**config.mk**
```make
export PLATFORM = sky130hd
export DESIGN_NAME = l2tlb_l1port
export DESIGN_NICKNAME = d
export VERILOG_FILES = /design/src/rtl/l2tlb_l1port.sv
export SDC_FILE = /design/constraint.sdc
export NUM_CORES = 2
export LEC_CHECK = 0
export BUFFER_PORTS_ARGS = -buffer_cell sky130_fd_sc_hd__buf_2
export CAP_MARGIN = 20
export CELL_PAD_IN_SITES_DETAIL_PLACEMENT = 0
export CELL_PAD_IN_SITES_GLOBAL_PLACEMENT = 2
export CORE_ASPECT_RATIO = 1.1
export CORE_UTILIZATION = 30
export DETAILED_ROUTE_END_ITERATION = 6
export PLACE_DENSITY_LB_ADDON = 0.12
export SYNTH_ARGS = -nofsm -noshare
export SYNTH_HDL_FRONTEND = slang
export SYNTH_SLANG_ARGS = --single-unit
```
**constraint.sdc**
```tcl
create_clock -name clk -period 22.7 [get_ports clk]
set_clock_uncertainty 0.05 [all_clocks]
set_input_delay 4.54 -clock clk [delete_from_list [all_inputs] [get_ports clk]]
set_output_delay 4.54 -clock clk [all_outputs]
set_load 0.05 [all_outputs]
```
**src/rtl/l2tlb_l1port.sv**
```systemverilog
`default_nettype none
// ---------------------------------------------------------------------------
// l2tlb_l1port : L2 TLB port for one L1 TLB (lookup/ack, fill, eviction snoop)
// Revision 1.0
// ---------------------------------------------------------------------------
module l2tlb_l1port #(
  parameter int ENTRIES = 8,
  parameter int VPN_W   = 28,
  parameter int PPN_W   = 28,
  parameter int ID_W    = 5
) (
  input  logic             clk,
  input  logic             reset,
  input  logic             l1tlbtol2tlb_req_valid,
  output logic             l1tlbtol2tlb_req_retry,
  input  logic [VPN_W-1:0] l1tlbtol2tlb_req_vpn,
  input  logic [ID_W-1:0]  l1tlbtol2tlb_req_id,
  output logic             l2tlbtol1tlb_ack_valid,
  input  logic             l2tlbtol1tlb_ack_retry,
  output logic [ID_W-1:0]  l2tlbtol1tlb_ack_id,
  output logic             l2tlbtol1tlb_ack_hit,
  output logic [PPN_W-1:0] l2tlbtol1tlb_ack_ppn,
  input  logic             ptwtol2tlb_fill_valid,
  output logic             ptwtol2tlb_fill_retry,
  input  logic [VPN_W-1:0] ptwtol2tlb_fill_vpn,
  input  logic [PPN_W-1:0] ptwtol2tlb_fill_ppn,
  output logic             l2tlbtol1tlb_snoop_valid,
  input  logic             l2tlbtol1tlb_snoop_retry,
  output logic [VPN_W-1:0] l2tlbtol1tlb_snoop_vpn,
  input  logic             l1tlbtol2tlb_sack_valid,
  output logic             l1tlbtol2tlb_sack_retry,
  output logic             sack_err
);

  localparam int IDX_W = $clog2(ENTRIES);

  localparam logic [1:0] ST_IDLE  = 2'd0;
  localparam logic [1:0] ST_SNOOP = 2'd1;
  localparam logic [1:0] ST_WAIT  = 2'd2;

  logic [ENTRIES-1:0] valid_q;
  logic [VPN_W-1:0]   vpn_q [ENTRIES];
  logic [PPN_W-1:0]   ppn_q [ENTRIES];
  logic [IDX_W-1:0]   victim_ptr_q, victim_ptr_d;
  logic [1:0]         state_q, state_d;
  logic [VPN_W-1:0]   snoop_vpn_q, snoop_vpn_d;
  logic               ack_valid_q, ack_valid_d;
  logic [ID_W-1:0]    ack_id_q, ack_id_d;
  logic               ack_hit_q, ack_hit_d;
  logic [PPN_W-1:0]   ack_ppn_q, ack_ppn_d;
  logic               sack_err_q, sack_err_d;

  logic               req_accept, ack_xfer, fill_accept, evict;
  logic               lk_hit;
  logic [PPN_W-1:0]   lk_ppn;
  logic               fm_hit, inv_found;
  logic [IDX_W-1:0]   fm_idx, inv_idx, tgt_idx;

  assign l1tlbtol2tlb_req_retry  = ack_valid_q & l2tlbtol1tlb_ack_retry;
  assign req_accept              = l1tlbtol2tlb_req_valid & ~l1tlbtol2tlb_req_retry;
  assign ack_xfer                = ack_valid_q & ~l2tlbtol1tlb_ack_retry;
  assign ptwtol2tlb_fill_retry   = (state_q != ST_IDLE);
  assign fill_accept             = ptwtol2tlb_fill_valid & ~ptwtol2tlb_fill_retry;
  assign l1tlbtol2tlb_sack_retry = 1'b0;

  assign l2tlbtol1tlb_ack_valid   = ack_valid_q;
  assign l2tlbtol1tlb_ack_id      = ack_id_q;
  assign l2tlbtol1tlb_ack_hit     = ack_hit_q;
  assign l2tlbtol1tlb_ack_ppn     = ack_ppn_q;
  assign l2tlbtol1tlb_snoop_valid = (state_q == ST_SNOOP);
  assign l2tlbtol1tlb_snoop_vpn   = snoop_vpn_q;
  assign sack_err                 = sack_err_q;

  // Lookup always uses start-of-cycle array contents, so a same-cycle fill is not visible.
  always_comb begin
    lk_hit = 1'b0;
    lk_ppn = '0;
    for (int i = 0; i < ENTRIES; i++) begin
      if (valid_q[i] && (vpn_q[i] == l1tlbtol2tlb_req_vpn)) begin
        lk_hit = 1'b1;
        lk_ppn = ppn_q[i];
      end
    end
  end

  // Fill target: matching entry, else lowest invalid entry, else round-robin victim.
  always_comb begin
    fm_hit    = 1'b0;
    fm_idx    = '0;
    inv_found = 1'b0;
    inv_idx   = '0;
    for (int i = 0; i < ENTRIES; i++) begin
      if (valid_q[i] && (vpn_q[i] == ptwtol2tlb_fill_vpn)) begin
        fm_hit = 1'b1;
        fm_idx = IDX_W'(i);
      end
    end
    for (int i = ENTRIES - 1; i >= 0; i--) begin
      if (!valid_q[i]) begin
        inv_found = 1'b1;
        inv_idx   = IDX_W'(i);
      end
    end
    evict   = ~fm_hit & ~inv_found;
    tgt_idx = fm_hit ? fm_idx : (inv_found ? inv_idx : victim_ptr_q);
  end

  always_comb begin
    state_d      = state_q;
    victim_ptr_d = victim_ptr_q;
    snoop_vpn_d  = snoop_vpn_q;
    ack_valid_d  = ack_valid_q;
    ack_id_d     = ack_id_q;
    ack_hit_d    = ack_hit_q;
    ack_ppn_d    = ack_ppn_q;
    sack_err_d   = sack_err_q | (l1tlbtol2tlb_sack_valid & (state_q != ST_WAIT));

    if (req_accept) begin
      ack_valid_d = 1'b1;
      ack_id_d    = l1tlbtol2tlb_req_id;
      ack_hit_d   = lk_hit;
      ack_ppn_d   = lk_ppn;
    end else if (ack_xfer) begin
      ack_valid_d = 1'b0;
    end

    case (state_q)
      ST_IDLE: begin
        if (fill_accept && evict) begin
          state_d      = ST_SNOOP;
          snoop_vpn_d  = vpn_q[victim_ptr_q];
          victim_ptr_d = victim_ptr_q + IDX_W'(1);
        end
      end
      ST_SNOOP: if (!l2tlbtol1tlb_snoop_retry) state_d = ST_WAIT;
      ST_WAIT:  if (l1tlbtol2tlb_sack_valid)   state_d = ST_IDLE;
      default:  state_d = ST_IDLE;
    endcase
  end

  always_ff @(posedge clk or posedge reset) begin
    if (reset) begin
      valid_q      <= '0;
      victim_ptr_q <= '0;
      state_q      <= ST_IDLE;
      snoop_vpn_q  <= '0;
      ack_valid_q  <= 1'b0;
      ack_id_q     <= '0;
      ack_hit_q    <= 1'b0;
      ack_ppn_q    <= '0;
      sack_err_q   <= 1'b0;
      for (int i = 0; i < ENTRIES; i++) begin
        vpn_q[i] <= '0;
        ppn_q[i] <= '0;
      end
    end else begin
      victim_ptr_q <= victim_ptr_d;
      state_q      <= state_d;
      snoop_vpn_q  <= snoop_vpn_d;
      ack_valid_q  <= ack_valid_d;
      ack_id_q     <= ack_id_d;
      ack_hit_q    <= ack_hit_d;
      ack_ppn_q    <= ack_ppn_d;
      sack_err_q   <= sack_err_d;
      if (fill_accept) begin
        valid_q[tgt_idx] <= 1'b1;
        vpn_q[tgt_idx]   <= ptwtol2tlb_fill_vpn;
        ppn_q[tgt_idx]   <= ptwtol2tlb_fill_ppn;
      end
    end
  end

endmodule
`default_nettype wire

```
==> results_tabular.tex <==
\begin{tabular}{lr}
\hline
Metric & Value \\
\hline
\multicolumn{2}{l}{\textbf{Placed design}} \\
Final RePlAce weighted congestion & 0.996 \\
Area of placed instances & 31300 µm² \\
Count of port buffers added during placement & 162 \\
Placed cell count & 3728 \\
Detail Placement HPWL & 91500 µm \\
\multicolumn{2}{l}{\textbf{Global route}} \\
Number of antenna violations at the first check in global routing & 9 \\
Via count of the first global-routing pass & 21900 \\
Met3 Resource Use GR & 0.0341 \\
GR Util All Layers & 0.258 \\
Met1 capacity usage during global routing & 0.339 \\
Maximum number of pins on one net before global-route repair & 136 \\
Overflow after GRT & 0 \\
Wire length of the first global-routing pass & 180000 µm \\
GR peak layer & met2 \\
Met2 routing resource usage after global routing & 0.427 \\
\multicolumn{2}{l}{\textbf{Clocking}} \\
Number of clock buffers inserted by TritonCTS & 66 \\
Number of resized instances in the post-cts repair step & 0 \\
\# Post-CTS Setup Buffers & 0 \\
Clock sink count & 525 \\
Skew-Pair Late Insertion Delay & 650 ps \\
CTS root buf & clkbuf\_16 \\
Clock tree from TritonCTS & yes \\
Clock H-tree levels & 3 \\
CTS Hold Buffers Added & 0 \\
Clock transition at the registers of the reported paths & 50 ps \\
Max clock buf depth & 3 \\
\multicolumn{2}{l}{\textbf{Yosys}} \\
Average size of a mapped cell & 12.1 µm² \\
Summed instance area of the synthesized netlist & 29600 µm² \\
Yosys Warn Count & 0 \\
Combinational family with the most area after synthesis & multiplexers \\
Share of cell area taken by muxes after synthesis & 0.225 \\
Share of synthesized area occupied by flip-flops and latches & 0.444 \\
Number of standard cells after synthesis & 2446 \\
Number of synthesized register bits & 525 \\
Syn\_nets & 2543 \\
Most used flip-flop cell after synthesis & dfrtp\_1 \\
Main area contributors after synthesis & dfrtp\_1 (44\%), mux2\_2 (12\%), xnor2\_1 (8.7\%) \\
Netlist cell types & 67 \\
Adder-cell share of the synthesized area & 0.000423 \\
Share of async-settable or async-resettable flops after synthesis & 1.00 \\
Simple logic cell fraction of the synthesized area & 0.0992 \\
Count of flip-flops with a built-in enable after synthesis & 0 \\
Synthesized-area fraction occupied by ao, oa, aoi and oai cells & 0.0565 \\
Post-synthesis cell type with the largest combined area & dfrtp\_1 \\
Post-synthesis xor/xnor area fraction & 0.132 \\
Yosys top cell area share & 0.444 \\
\multicolumn{2}{l}{\textbf{Min path}} \\
Worst Hold End & sack\_err\$\_DFF\_PP0\_ \\
Number of cells traversed by the worst hold path & 1 \\
Source of the worst hold timing path & sack\_err\$\_DFF\_PP0\_ \\
Path category of the worst min-delay check & flop to flop \\
\multicolumn{2}{l}{\textbf{STA}} \\
Final number of max-transition violations & 0 \\
Setup TNS after final layout & 0 ps \\
Slew @ Worst Pin & 1140 ps \\
Setup-failing EPs final & 0 \\
RSZ-0062 raised after global routing & false \\
Fin. Hold Viols & 0 \\
Highest Clock Rate & 104 MHz \\
Worst Hold Slack & 412 ps \\
Worst slew margin & 0.233 \\
Clock period minus final worst setup slack & 9630 ps \\
Final Cycle Share & 0.424 \\
\multicolumn{2}{l}{\textbf{Detailed routing}} \\
DRT Wirelength & 129000 µm \\
Number of vias in the routed layout & 20900 \\
Iter 0 DRT Violations & 1506 \\
Via density & 5.42 \\
Wire length per cell & 33.4 µm \\
Number of iterations in the first detailed-routing pass & 7 \\
Post-route DRC violation count & 32 \\
Antenna-violating nets left & 0 \\
\multicolumn{2}{l}{\textbf{Run}} \\
Max-capacitance violation count & 0 \\
\multicolumn{2}{l}{\textbf{Floorplan}} \\
Number of rows created at floorplan & 120 \\
Die width & 301 µm \\
Number of top-level pins & 164 \\
Core Area & 97600 µm² \\
Total Die Area & 99900 µm² \\
Initial core utilization & 0.303 \\
Die extent in y & 331 µm \\
\multicolumn{2}{l}{\textbf{Finish}} \\
Most frequent cells in the layout & dfrtp\_1 (522), mux2\_2 (323), xnor2\_1 (294) \\
Fraction of final layout cells sized beyond drive strength 1 & 0.299 \\
Number of non-filler instances in the completed layout & 3848 \\
Post-route cell area & 33500 µm² \\
Most common cell after layout, fill and taps aside & dfrtp\_1 \\
Layout Nets & 2613 \\
Area overhead of the layout relative to synthesis & 13.1\% \\
Count of filler cells inserted in the layout & 9784 \\
\multicolumn{2}{l}{\textbf{Power and ir drop}} \\
P\_int & 3.04 mW \\
Seq pwr share & 0.363 \\
Leakage dissipation & 13.5 nW \\
Combinational fraction of design power & 0.437 \\
Net load switching power & 2.29 mW \\
Final Total Pwr & 5.33 mW \\
VDD IR-drop max & 0.0757 mV \\
Power density of the placed cells & 159 nW/µm² \\
Part of the power in the clock network & 0.200 \\
Net switching fraction of the power & 0.429 \\
\multicolumn{2}{l}{\textbf{Status}} \\
Violations in the final reports & DRC \\
Result of the run & finished with violations \\
\multicolumn{2}{l}{\textbf{Worst setup path}} \\
Worst reg2reg startpoint & vpn\_q[44]\$\_DFFE\_PP0P\_ \\
Crit path launch type & input pin \\
WP data arrival & 5040 ps \\
Worst setup slack for register-to-register paths & 18000 ps \\
Crit Path Category & input pin to primary output \\
Kind of capture point of the worst setup path & primary output \\
Endpoint of the worst register-to-register path & vpn\_q[150]\$\_DFFE\_PP0P\_ \\
Worst EP required & 18110 ps \\
CP max FO & 4 \\
Number of cells on the worst reg-to-reg path & 9 \\
\hline
\end{tabular}
-- how the worst max path moves through the flow --
| stage | start | end | slack, ps | depth (start not counted) |
|---|---|---|---|---|
| finish | l2tlbtol1tlb_ack_retry | l1tlbtol2tlb_req_retry | 13070 | 4 |
| global route | l2tlbtol1tlb_ack_retry | l1tlbtol2tlb_req_retry | 13040 | 4 |
| CTS | l2tlbtol1tlb_ack_retry | l1tlbtol2tlb_req_retry | 13070 | 4 |
| detailed placement | l2tlbtol1tlb_ack_retry | l1tlbtol2tlb_req_retry | 13070 | 4 |
| global placement | l2tlbtol1tlb_ack_retry | l1tlbtol2tlb_req_retry | 13060 | 4 |
| floorplan | reset | l2tlbtol1tlb_ack_hit$_DFFE_PP0P_ | 3440 | 1 |
-- state kept, by name (all words and copies together) (netlist names) --
| signal | count |
|---|---|
| l2tlbtol1tlb_snoop_vpn | 28 |
| ppn_q | 224 |
| l2tlbtol1tlb_ack_valid | 1 |
| victim_ptr_q | 3 |
| sack_err | 1 |
| vpn_q | 224 |
| l2tlbtol1tlb_ack_id | 5 |
| valid_q | 8 |
| l2tlbtol1tlb_ack_ppn | 28 |
| state_q | 2 |
| l2tlbtol1tlb_ack_hit | 1 |
-- area by class of cell --
class	count	area [µm²]	area share
Antenna cell	1	2.50	0.0000748
Tap cell	1281	1600	0.0479
Clock inverter	19	233	0.00696
Sequential cell	525	13100	0.393
Clock buffer	99	1930	0.0576
Inverter	14	60.1	0.00180
Timing Repair Buffer	213	1220	0.0366
Multi-Input combinational cell	1696	15300	0.456
-- cell families (layout without fill, tap and decap cells) --
kind of cell / count (synthesis) / in the layout
muxes: 539 / 539
DFF: 525 / 525
and+or+nand+nor: 486 / 486
xor gates and xnor gates: 446 / 446
buffers and inverters: 225 / 345
AOI/OAI and AO/OA: 223 / 223
adders and majority gates: 1 / 1
other: 1 / 2
-- worst max-delay path: stages --
cell	delay [ps]
buf_2	80
nand2_1	100
inv_1	70
buf_2	250
-- through the flow --
| stage | utilization | worst slack (ps) |
|---|---|---|
| after detailed placement | 0.320 | 13070 |
| after global placement | 0.320 | 13060 |
| final | 0.343 | 13070 |
| after global routing | 0.343 | 13040 |
| after CTS | 0.343 | 13070 |
| after floorplan | - | 3440 |
-- per-layer routing --
layer  vias to the layer above  share of wire
li1                       9071              -
met1                     11100           0.44
met2                       543           0.48
met3                       165          0.040
met4                        16          0.043
met5                         -        0.00078
-- synth_stat cells (28+ instances only) --
master	count
a21oi_1	52
buf_2	68
clkbuf_1	81
dfrtp_1	525
mux2_1	133
mux2_2	323
mux4_2	56
nand2_1	45
nand3_1	47
nand4_1	132
nor2_1	43
nor4_1	64
o2111ai_1	54
o21ai_0	32
or3b_2	28
xnor2_1	294
xor2_1	152
-- power by group through the flow --
stage | registers, mW | clock network, mW | logic [mW]
final | 1.93 | 1.07 | 2.33
after global routing | 1.98 | 1.14 | 2.46
after CTS | 1.92 | 1.10 | 2.37
after detailed placement | 1.94 | 0 | 2.35
after global placement | 1.92 | 0 | 2.34
after floorplan | 1.79 | 0 | 1.56
No activity file was read; power rests on OpenSTA's default activity.
